==> src/rtl/avst_pattern_gen_pkg.sv <==
// avst_pattern_gen_pkg: shared states, pattern encodings and LFSR constants
package avst_pattern_gen_pkg;
  localparam int DATA_W = 128;
  localparam logic [2:0] ST_IDLE = 3'h1;
  localparam logic [2:0] ST_RUN = 3'h2;
  localparam logic [2:0] ST_DONE = 3'h4;
  typedef enum logic [2:0] {IDLE = ST_IDLE, RUN = ST_RUN, DONE = ST_DONE} state_t;
  localparam logic PAT_CNT = 1'b0;
  localparam logic PAT_LFSR = 1'b1;
  localparam logic [31:0] LFSR_POLY = 32'h8020_0003;
  localparam logic [31:0] LFSR_ZERO_SEED = 32'h0000_0001;
  function automatic logic [31:0] lfsr_step(input logic [31:0] l);
    return (l >> 1) ^ ({32{l[0]}} & LFSR_POLY);
  endfunction
endpackage

==> src/rtl/avst_pattern_gen_if.sv <==
// avst_pattern_gen_if: Avalon-ST source/sink bundle
interface avst_pattern_gen_if;
  import avst_pattern_gen_pkg::*;
  logic valid;
  logic ready;
  logic sop;
  logic eop;
  logic [DATA_W-1:0] data;
  modport master(output valid, sop, eop, data, input ready);
  modport slave(input valid, sop, eop, data, output ready);
endinterface

==> src/rtl/avst_lfsr32.sv <==
// avst_lfsr32: loadable right-shifting 32-bit Galois LFSR
module avst_lfsr32
  import avst_pattern_gen_pkg::*;
(
  input  logic        clk,
  input  logic        reset,
  input  logic        load,
  input  logic        adv,
  input  logic [31:0] seed,
  output logic [31:0] q
);
  // load wins over advance; advance steps once per accepted beat
  always_ff @(posedge clk or posedge reset)
    if (reset) q <= '0;
    else if (load) q <= seed;
    else if (adv) q <= lfsr_step(q);
endmodule

==> src/rtl/avst_pattern_gen.sv <==
// avst_pattern_gen: counter/LFSR Avalon-ST packet generator with bit-0 error injection
module avst_pattern_gen
  import avst_pattern_gen_pkg::*;
#(
  parameter int LEN_W = 16
) (
  input  logic             clk,
  input  logic             reset,
  input  logic             ctl_start,
  input  logic             ctl_pattern,
  input  logic [LEN_W-1:0] ctl_len,
  input  logic [31:0]      ctl_seed,
  input  logic             ctl_inj_en,
  input  logic [LEN_W-1:0] ctl_inj_beat,
  avst_pattern_gen_if.master aso_out,
  output logic [3:0]       aso_status_data,
  output logic             done
);
  state_t state, state_nxt;
  logic [LEN_W-1:0] len_q, inj_beat_q, idx;
  logic pat_q, inj_en_q, go, acc, last, inj;
  logic [31:0] cnt, lfsr, seed_eff;
  logic [DATA_W-1:0] raw;
  assign go = state == IDLE && ctl_start && ctl_len != '0;
  assign acc = aso_out.valid && aso_out.ready;
  assign last = idx == len_q - LEN_W'(1);
  assign inj = inj_en_q && idx == inj_beat_q;
  assign seed_eff = (ctl_pattern == PAT_LFSR && ctl_seed == '0) ? LFSR_ZERO_SEED : ctl_seed;
  assign raw = pat_q == PAT_LFSR ? {lfsr, ~lfsr, lfsr, ~lfsr}
                                 : {cnt + 32'd3, cnt + 32'd2, cnt + 32'd1, cnt};
  avst_lfsr32 u_lfsr (
    .clk  (clk),
    .reset(reset),
    .load (go),
    .adv  (acc),
    .seed (seed_eff),
    .q    (lfsr)
  );
  // state register
  always_ff @(posedge clk or posedge reset)
    if (reset) state <= IDLE;
    else state <= state_nxt;
  // next state and stream outputs; injection only touches the presented beat
  always_comb begin
    state_nxt = state;
    if (go) state_nxt = RUN;
    if (state == RUN && acc && last) state_nxt = DONE;
    if (state == DONE) state_nxt = IDLE;
    aso_out.valid = state == RUN;
    aso_out.sop = aso_out.valid && idx == '0;
    aso_out.eop = aso_out.valid && last;
    aso_out.data = aso_out.valid ? raw ^ {{(DATA_W-1){1'b0}}, inj} : '0;
    aso_status_data = {1'b0, state};
    done = state == DONE;
  end
  // latched configuration, beat index and counter generator
  always_ff @(posedge clk or posedge reset)
    if (reset) begin
      len_q <= '0;
      inj_beat_q <= '0;
      idx <= '0;
      pat_q <= PAT_CNT;
      inj_en_q <= 1'b0;
      cnt <= '0;
    end else if (go) begin
      len_q <= ctl_len;
      inj_beat_q <= ctl_inj_beat;
      idx <= '0;
      pat_q <= ctl_pattern;
      inj_en_q <= ctl_inj_en;
      cnt <= ctl_seed;
    end else if (acc) begin
      idx <= idx + LEN_W'(1);
      cnt <= cnt + 32'd4;
    end
endmodule

==> src/flat_wrapper.sv <==
// flat-port wrapper written by rule: the top's interface ports become plain ports
module avst_pattern_gen_flat import avst_pattern_gen_pkg::*;
#(
  parameter int LEN_W = 16
)
  (clk, reset, ctl_start, ctl_pattern, ctl_len, ctl_seed, ctl_inj_en, ctl_inj_beat, aso_status_data, done, aso_out_valid, aso_out_sop, aso_out_eop, aso_out_data, aso_out_ready);
  avst_pattern_gen_if aso_out_i ();
  input  logic clk;
  input  logic reset;
  input  logic ctl_start;
  input  logic ctl_pattern;
  input  logic [LEN_W-1:0] ctl_len;
  input  logic [31:0] ctl_seed;
  input  logic ctl_inj_en;
  input  logic [LEN_W-1:0] ctl_inj_beat;
  output logic [3:0] aso_status_data;
  output logic done;
  output wire logic [$bits(aso_out_i.valid)-1:0] aso_out_valid;
  output wire logic [$bits(aso_out_i.sop)-1:0] aso_out_sop;
  output wire logic [$bits(aso_out_i.eop)-1:0] aso_out_eop;
  output wire logic [$bits(aso_out_i.data)-1:0] aso_out_data;
  input wire logic [$bits(aso_out_i.ready)-1:0] aso_out_ready;
  assign aso_out_valid = aso_out_i.valid;
  assign aso_out_sop = aso_out_i.sop;
  assign aso_out_eop = aso_out_i.eop;
  assign aso_out_data = aso_out_i.data;
  assign aso_out_i.ready = aso_out_ready;
  avst_pattern_gen #(.LEN_W(LEN_W)) u_core (.clk(clk), .reset(reset), .ctl_start(ctl_start), .ctl_pattern(ctl_pattern), .ctl_len(ctl_len), .ctl_seed(ctl_seed), .ctl_inj_en(ctl_inj_en), .ctl_inj_beat(ctl_inj_beat), .aso_out(aso_out_i), .aso_status_data(aso_status_data), .done(done));
endmodule
==> config.mk <==
export PLATFORM = sky130hd
export DESIGN_NAME = avst_pattern_gen_flat
export DESIGN_NICKNAME = d
export VERILOG_FILES = /design/src/rtl/avst_pattern_gen_pkg.sv /design/src/rtl/avst_pattern_gen_if.sv /design/src/rtl/avst_lfsr32.sv /design/src/rtl/avst_pattern_gen.sv /design/src/flat_wrapper.sv
export SDC_FILE = /design/constraint.sdc
export NUM_CORES = 1
export LEC_CHECK = 0
export ABC_AREA = 1
export CAP_MARGIN = 20
export CELL_PAD_IN_SITES_DETAIL_PLACEMENT = 1
export CELL_PAD_IN_SITES_GLOBAL_PLACEMENT = 1
export CORE_MARGIN = 2
export CORE_UTILIZATION = 33
export CTS_CLUSTER_SIZE = 30
export DETAILED_ROUTE_END_ITERATION = 6
export GPL_TIMING_DRIVEN = 0
export PLACE_DENSITY_LB_ADDON = 0.1
export SLEW_MARGIN = 20
export SYNTH_ARGS = -nofsm -noshare
export SYNTH_HDL_FRONTEND = slang
export SYNTH_SLANG_ARGS = --single-unit
==> constraint.sdc <==
create_clock -name clk -period 4.2 [get_ports clk]
set_input_delay 0.84 -clock clk [delete_from_list [all_inputs] [get_ports clk]]
set_output_delay 0.84 -clock clk [all_outputs]
set_load 0.05 [all_outputs]
After elaboration in Yosys (flattened, before gate mapping) --
Cells that the tools add are included.
Word-level totals: register bits after elaboration 117, input bits 70, output and inout port bits 136, word-level logic and storage cells 48
Operators by class: add/subtract/negate cells 6, equal/unequal tests 5, multiplexer cells 12, bitwise operators 3, reduce and logical (&&, ||, !) cells 14
Operators with widths (number):
- 128-bit two-way mux | 2
- 32-bit two-way mux | 5
- 128-bit by 1-bit bitwise XOR with 128-bit output | 1
- 32-bit by 2-bit adder with 32-bit output, second input constant | 2
- 32-bit by 1-bit adder with 32-bit output, second input constant | 1
- 32-bit by 3-bit adder with 32-bit output, second input constant | 1
- 16-bit equality test | 2
- 32-bit zero test | 1
- 16-bit two-way mux | 2
- 32-bit NOT | 1
- 31-bit by 32-bit bitwise XOR with 32-bit output | 1
- 16-bit by 1-bit adder with 16-bit output, second input constant | 1
- 16-bit zero test | 1
- 16-bit nonzero test | 1
- 16-bit by 1-bit subtractor with 16-bit output, second input constant | 1
- 1-bit logical AND | 9
- 3-bit two-way mux | 3
- 3-bit by 1-bit equality test with 1-bit output, second input constant | 1
- 3-bit by 2-bit equality test with 1-bit output, second input constant | 1
- 3-bit equality test, second input constant | 1
- 3-bit nonzero test | 1
- 2-bit nonzero test | 1

Depth between registers and ports, before layout --
depth after elaboration 6, gate-level depth with buffers 14

Modules after synthesis --
From an unflattened synthesis, not the netlist that was laid out.
Unflattened totals: cells, all modules 1603, area total of the unflattened synthesis 9947.0 µm²
By module, submodules not included:
- avst_pattern_gen | times used 1, cells each 1416, area an instance 8493.1 µm², sequential area each 2128.3 µm²
- avst_lfsr32 | times used 1, cells each 187, area an instance 1453.9 µm², sequential area each 800.8 µm²

Worst setup path after synthesis --
Ideal clock, no wire load.
path kind register to output, start register u_core.state[1], end output aso_out_sop, data arrival time 2842 ps, setup slack 518 ps, stages on the path, launching flop included 6, path buffers 1, path through dfrtp_1 -> inv_1 -> nor3_4 -> inv_1 -> clkbuf_1 -> nor4_1
On the way: word-level cells in the longest chain between the ends 2
RTL lines:
- start, declared | RTL line avst_pattern_gen.sv:19 | state_t state, state_nxt;
- start signal, assigned | RTL line avst_pattern_gen.sv:42 | else state <= state_nxt;
- 3-bit by 2-bit equality test with 1-bit output | RTL line avst_pattern_gen.sv:49 | aso_out.valid = state == RUN;
- 1-bit logical AND | RTL line avst_pattern_gen.sv:50 | aso_out.sop = aso_out.valid && idx == '0;
- end, declared | RTL line flat_wrapper.sv:19 | output wire logic [$bits(aso_out_i.sop)-1:0] aso_out_sop;
Every way passes these cells.

Worst setup path after layout --
start register u_core.cnt[1], end output aso_out_data[121]
On the way: word-level cells in the longest chain between the ends 4
RTL lines:
- start, declared | RTL line avst_pattern_gen.sv:22 | logic [31:0] cnt, lfsr, seed_eff;
- start signal, assigned | RTL line avst_pattern_gen.sv:71 | cnt <= ctl_seed;
- start signal, assigned | RTL line avst_pattern_gen.sv:74 | cnt <= cnt + 32'd4;
- 32-bit by 2-bit adder with 32-bit output | RTL line avst_pattern_gen.sv:30 | : {cnt + 32'd3, cnt + 32'd2, cnt + 32'd1, cnt};
- 128-bit two-way mux | RTL line avst_pattern_gen.sv:29 | assign raw = pat_q == PAT_LFSR ? {lfsr, ~lfsr, lfsr, ~lfsr}
- 128-bit by 1-bit bitwise XOR with 128-bit output | RTL line avst_pattern_gen.sv:52 | aso_out.data = aso_out.valid ? raw ^ {{(DATA_W-1){1'b0}}, inj} : '0;
- 128-bit two-way mux | RTL line avst_pattern_gen.sv:52
- end, declared | RTL line flat_wrapper.sv:21 | output wire logic [$bits(aso_out_i.data)-1:0] aso_out_data;
Every way passes these cells.

==> results.py <==
metrics = {
    "run_status": {
        "status": "finished with violations",
        "failed_checks": "DRC",
    },
    "sta": {
        "worst_slew_pin_slew_ns": 0.934,
        "setup_viol": 0,
        "fin_worst_skew_ns": 0.0149,
        "max_freq_mhz": 239,
        "fin_setup_tns_ns": 0,
        "period_needed_ns": 4.19,
        "fin_crit_sh_pct": 99.8,
        "slew-limit-headroom_pct": 37.2,
        "drv_slew": 0,
        "grt_setup_unrepaired": "true",
        "finalHoldViolCount": 0,
    },
    "floorplanning": {
        "core-area_mm2": 0.0286,
        "die_x_um": 174,
        "io_pins": 206,
        "initial_core_util_pct": 33.4,
        "dieArea_mm2": 0.0304,
        "die_h_um": 174,
        "rows": 62,
    },
    "critical_path": {
        "crit_type": "reg2out",
        "cp-end-kind": "primary output",
        "arrival_ns": 3.35,
        "required_ns": 3.36,
        "cp-start-kind": "flip-flop",
        "worst-path-max-fanout": 9,
    },
    "logic_synthesis": {
        "yosys_warnings": 0,
        "synth_cell_types": 48,
        "synth_nets": 1576,
        "avgSynthCellArea_um2": 6.39,
        "ys_ff_latch": 117,
        "synth_area_mm2": 0.00957,
        "netlist_instances": 1498,
        "ys_seq_area_share_pct": 30.6,
    },
    "final_layout": {
        "num_antenna_cells": 0,
        "fin_cells": 2119,
        "finalInstanceArea_mm2": 0.0128,
        "syn2layout_area_growth_pct": 33.7,
        "layout_commonest_cell": "nand2_1",
        "final_cell_mix": "342 x nand2_1, 212 x nor2_1, 187 x inv_1",
        "drive_gt1_share_pct": 8.41,
        "nNetsFinal": 1800,
    },
    "clocking": {
        "cts_max_path_buffers": 2,
        "clk_pin_slew_ns": 0.07,
        "cts_tree": "done",
        "hold_buffers": 0,
        "htree_levels": 4,
        "post-cts-setup-buffers": 0,
        "clock_latency_ns": 0.44,
        "cts_buffers": 17,
        "cts-root-buf": "clkbuf_16",
        "clkSinkCount": 117,
    },
    "detailed_routing": {
        "drc": 1,
        "num_vias": 11800,
        "antenna_left": 0,
        "wl_um": 50100,
        "first_pass_iters": 7,
        "drt_iter0_drc": 1024,
        "wl_per_cell_um": 23.7,
        "via_per_inst": 5.55,
    },
    "pwr": {
        "p_leak_nw": 6.48,
        "powerDensity_mw_per_mm2": 225,
        "ir_worst_vdd_uv": 243,
    },
    "placed_design": {
        "io_buffers": 204,
        "numPlacedInstances": 2087,
        "place_congestion": 1.00,
        "place_area_mm2": 0.0121,
        "dp_hpwl_um": 38800,
    },
    "grt": {
        "grt_pass1_vias": 12100,
        "grt_pass1_wl_um": 75100,
        "antenna_found_initial": 0,
        "grt-ovfl-total": 0,
        "track_usage_pct": 33.0,
        "grt_max_degree": 81,
    },
    "worst_hold_path": {
        "hold_class": "reg2reg",
    },
    "job": {
        "maxCapViolations": 0,
    },
}
-- report_power, final --
| group | total, mW | switching [mW] | internal [mW] |
|---|---|---|---|
| combinational | 0.116 | 0.0537 | 0.0625 |
| clock | 1.63 | 0.663 | 0.970 |
| sequential | 1.13 | 0 | 1.13 |
| total | 2.88 | 0.716 | 2.16 |
-- timing repair --
item / CTS / global route
setup endpoints to repair: 97 / 61
hold endpoints to repair: 0 / 0
cloned: 0 / 0
gates resized for setup: 67 / 65
-- flip-flops by register name, summed over array words and instances, names as in the netlist --
register           cells
u_core.pat_q           1
u_core.u_lfsr.q       32
u_core.inj_beat_q     16
u_core.inj_en_q        1
u_core.cnt            32
u_core.state           3
u_core.len_q          16
u_core.idx            16
-- layout make-up --
class                      instances  area [µm²]
buffer                            66         309
clock buffer                      18         439
clock inverter                    14         189
fill                            3697       15800
inverter                         201         769
multi-input combinational       1114        5600
sequential                       117        2930
tap                              384         480
timing repair buffer             205        2070
-- stage by stage --
step	utilization (%)	hold slack (ns)	setup slack, ns	total power [mW]
6_report	44.7	0.495	0.00715	2.88
5_1_grt	44.7	0.545	-0.0265	2.93
4_1_cts	44.5	0.500	0.000669	2.88
3_5_place_dp	42.4	0.482	-0.509	1.26
3_3_place_gp	42.2	0.475	-2.01	1.26
2_1_floorplan	-	0.449	0.261	1.17
-- path summary, 6_finish.rpt --
kind / end / depth (start not counted) / start / slack (ns)
hold reg to reg: u_core.inj_en_q$_DFFE_PP0P_ / 2 / u_core.inj_en_q$_DFFE_PP0P_ / 0.49
max in group asynchronous: u_core.cnt[28]$_DFFE_PP0P_ / 3 / reset / 2.65
setup reg to reg: u_core.u_lfsr.q[12]$_DFFE_PP0P_ / 6 / u_core.state[1]$_DFFE_PP0P_ / 1.77
min in group asynchronous: u_core.u_lfsr.q[7]$_DFFE_PP0P_ / 2 / reset / 0.77
setup / recovery: aso_out_data[121] / 10 / u_core.cnt[1]$_DFFE_PP0P_ / 0.007
hold / removal: u_core.inj_en_q$_DFFE_PP0P_ / 2 / u_core.inj_en_q$_DFFE_PP0P_ / 0.49
-- synthesized netlist by cell type, drive strengths merged --
cell type,number,area (µm²)
nand2,352,1360
nor2,231,940
inv,200,753
o21ai,166,831
dfrtp,116,2900
a21oi,70,350
nor3,54,368
nand3,46,230
xor2,39,342
clkbuf,38,143
a211oi,32,240
buf,28,148
nor4,19,119
nand4,18,113
o211ai,16,120
a31oi,11,68.8
o221ai,11,96.3
xnor2,10,87.6
ha,8,100
nand3b,6,45.0
o22ai,4,25.0
o31ai,3,22.5
a221oi,2,17.5
a22oi,2,15.0
and2,2,12.5
nor3b,2,15.0
o21a,2,15.0
o22a,2,17.5
a2bb2oi,1,8.76
a31o,1,8.76
and3,1,6.26
clkinv,1,3.75
conb,1,3.75
dfstp,1,26.3
o211a,1,10.0
o311ai,1,8.76
-- routing by layer --
metal  vias up  track usage [%]  share of wire, %
met5         -                0                 0
met4         0             16.6               5.2
met3       142             5.12               7.0
met2       551             56.5                48
met1      5724             40.2                39
li1       5347                -                 -
-- cells by family after synthesis --
group	synth area share [%]
AOI/OAI and AO/OA	19.4
and+or+nand+nor	33.5
DFF	30.6
adders and majority gates	1.05
buffers and inverters	10.9
other	0.0392
xor gates and xnor gates	4.48
-- worst max-delay path: stages, from the launching register on --
cell           delay [ns]
dfrtp_2              0.49
clkinv_4             0.18
ha_1                 0.24
a21oi_1              0.46
inv_1                0.17
nand3_1              0.25
nor2_1               0.12
inv_1                0.23
nor2_1               0.11
a21oi_1              0.13
dlygate4sd2_1        0.55
No activity file was read; power rests on OpenSTA's default activity.
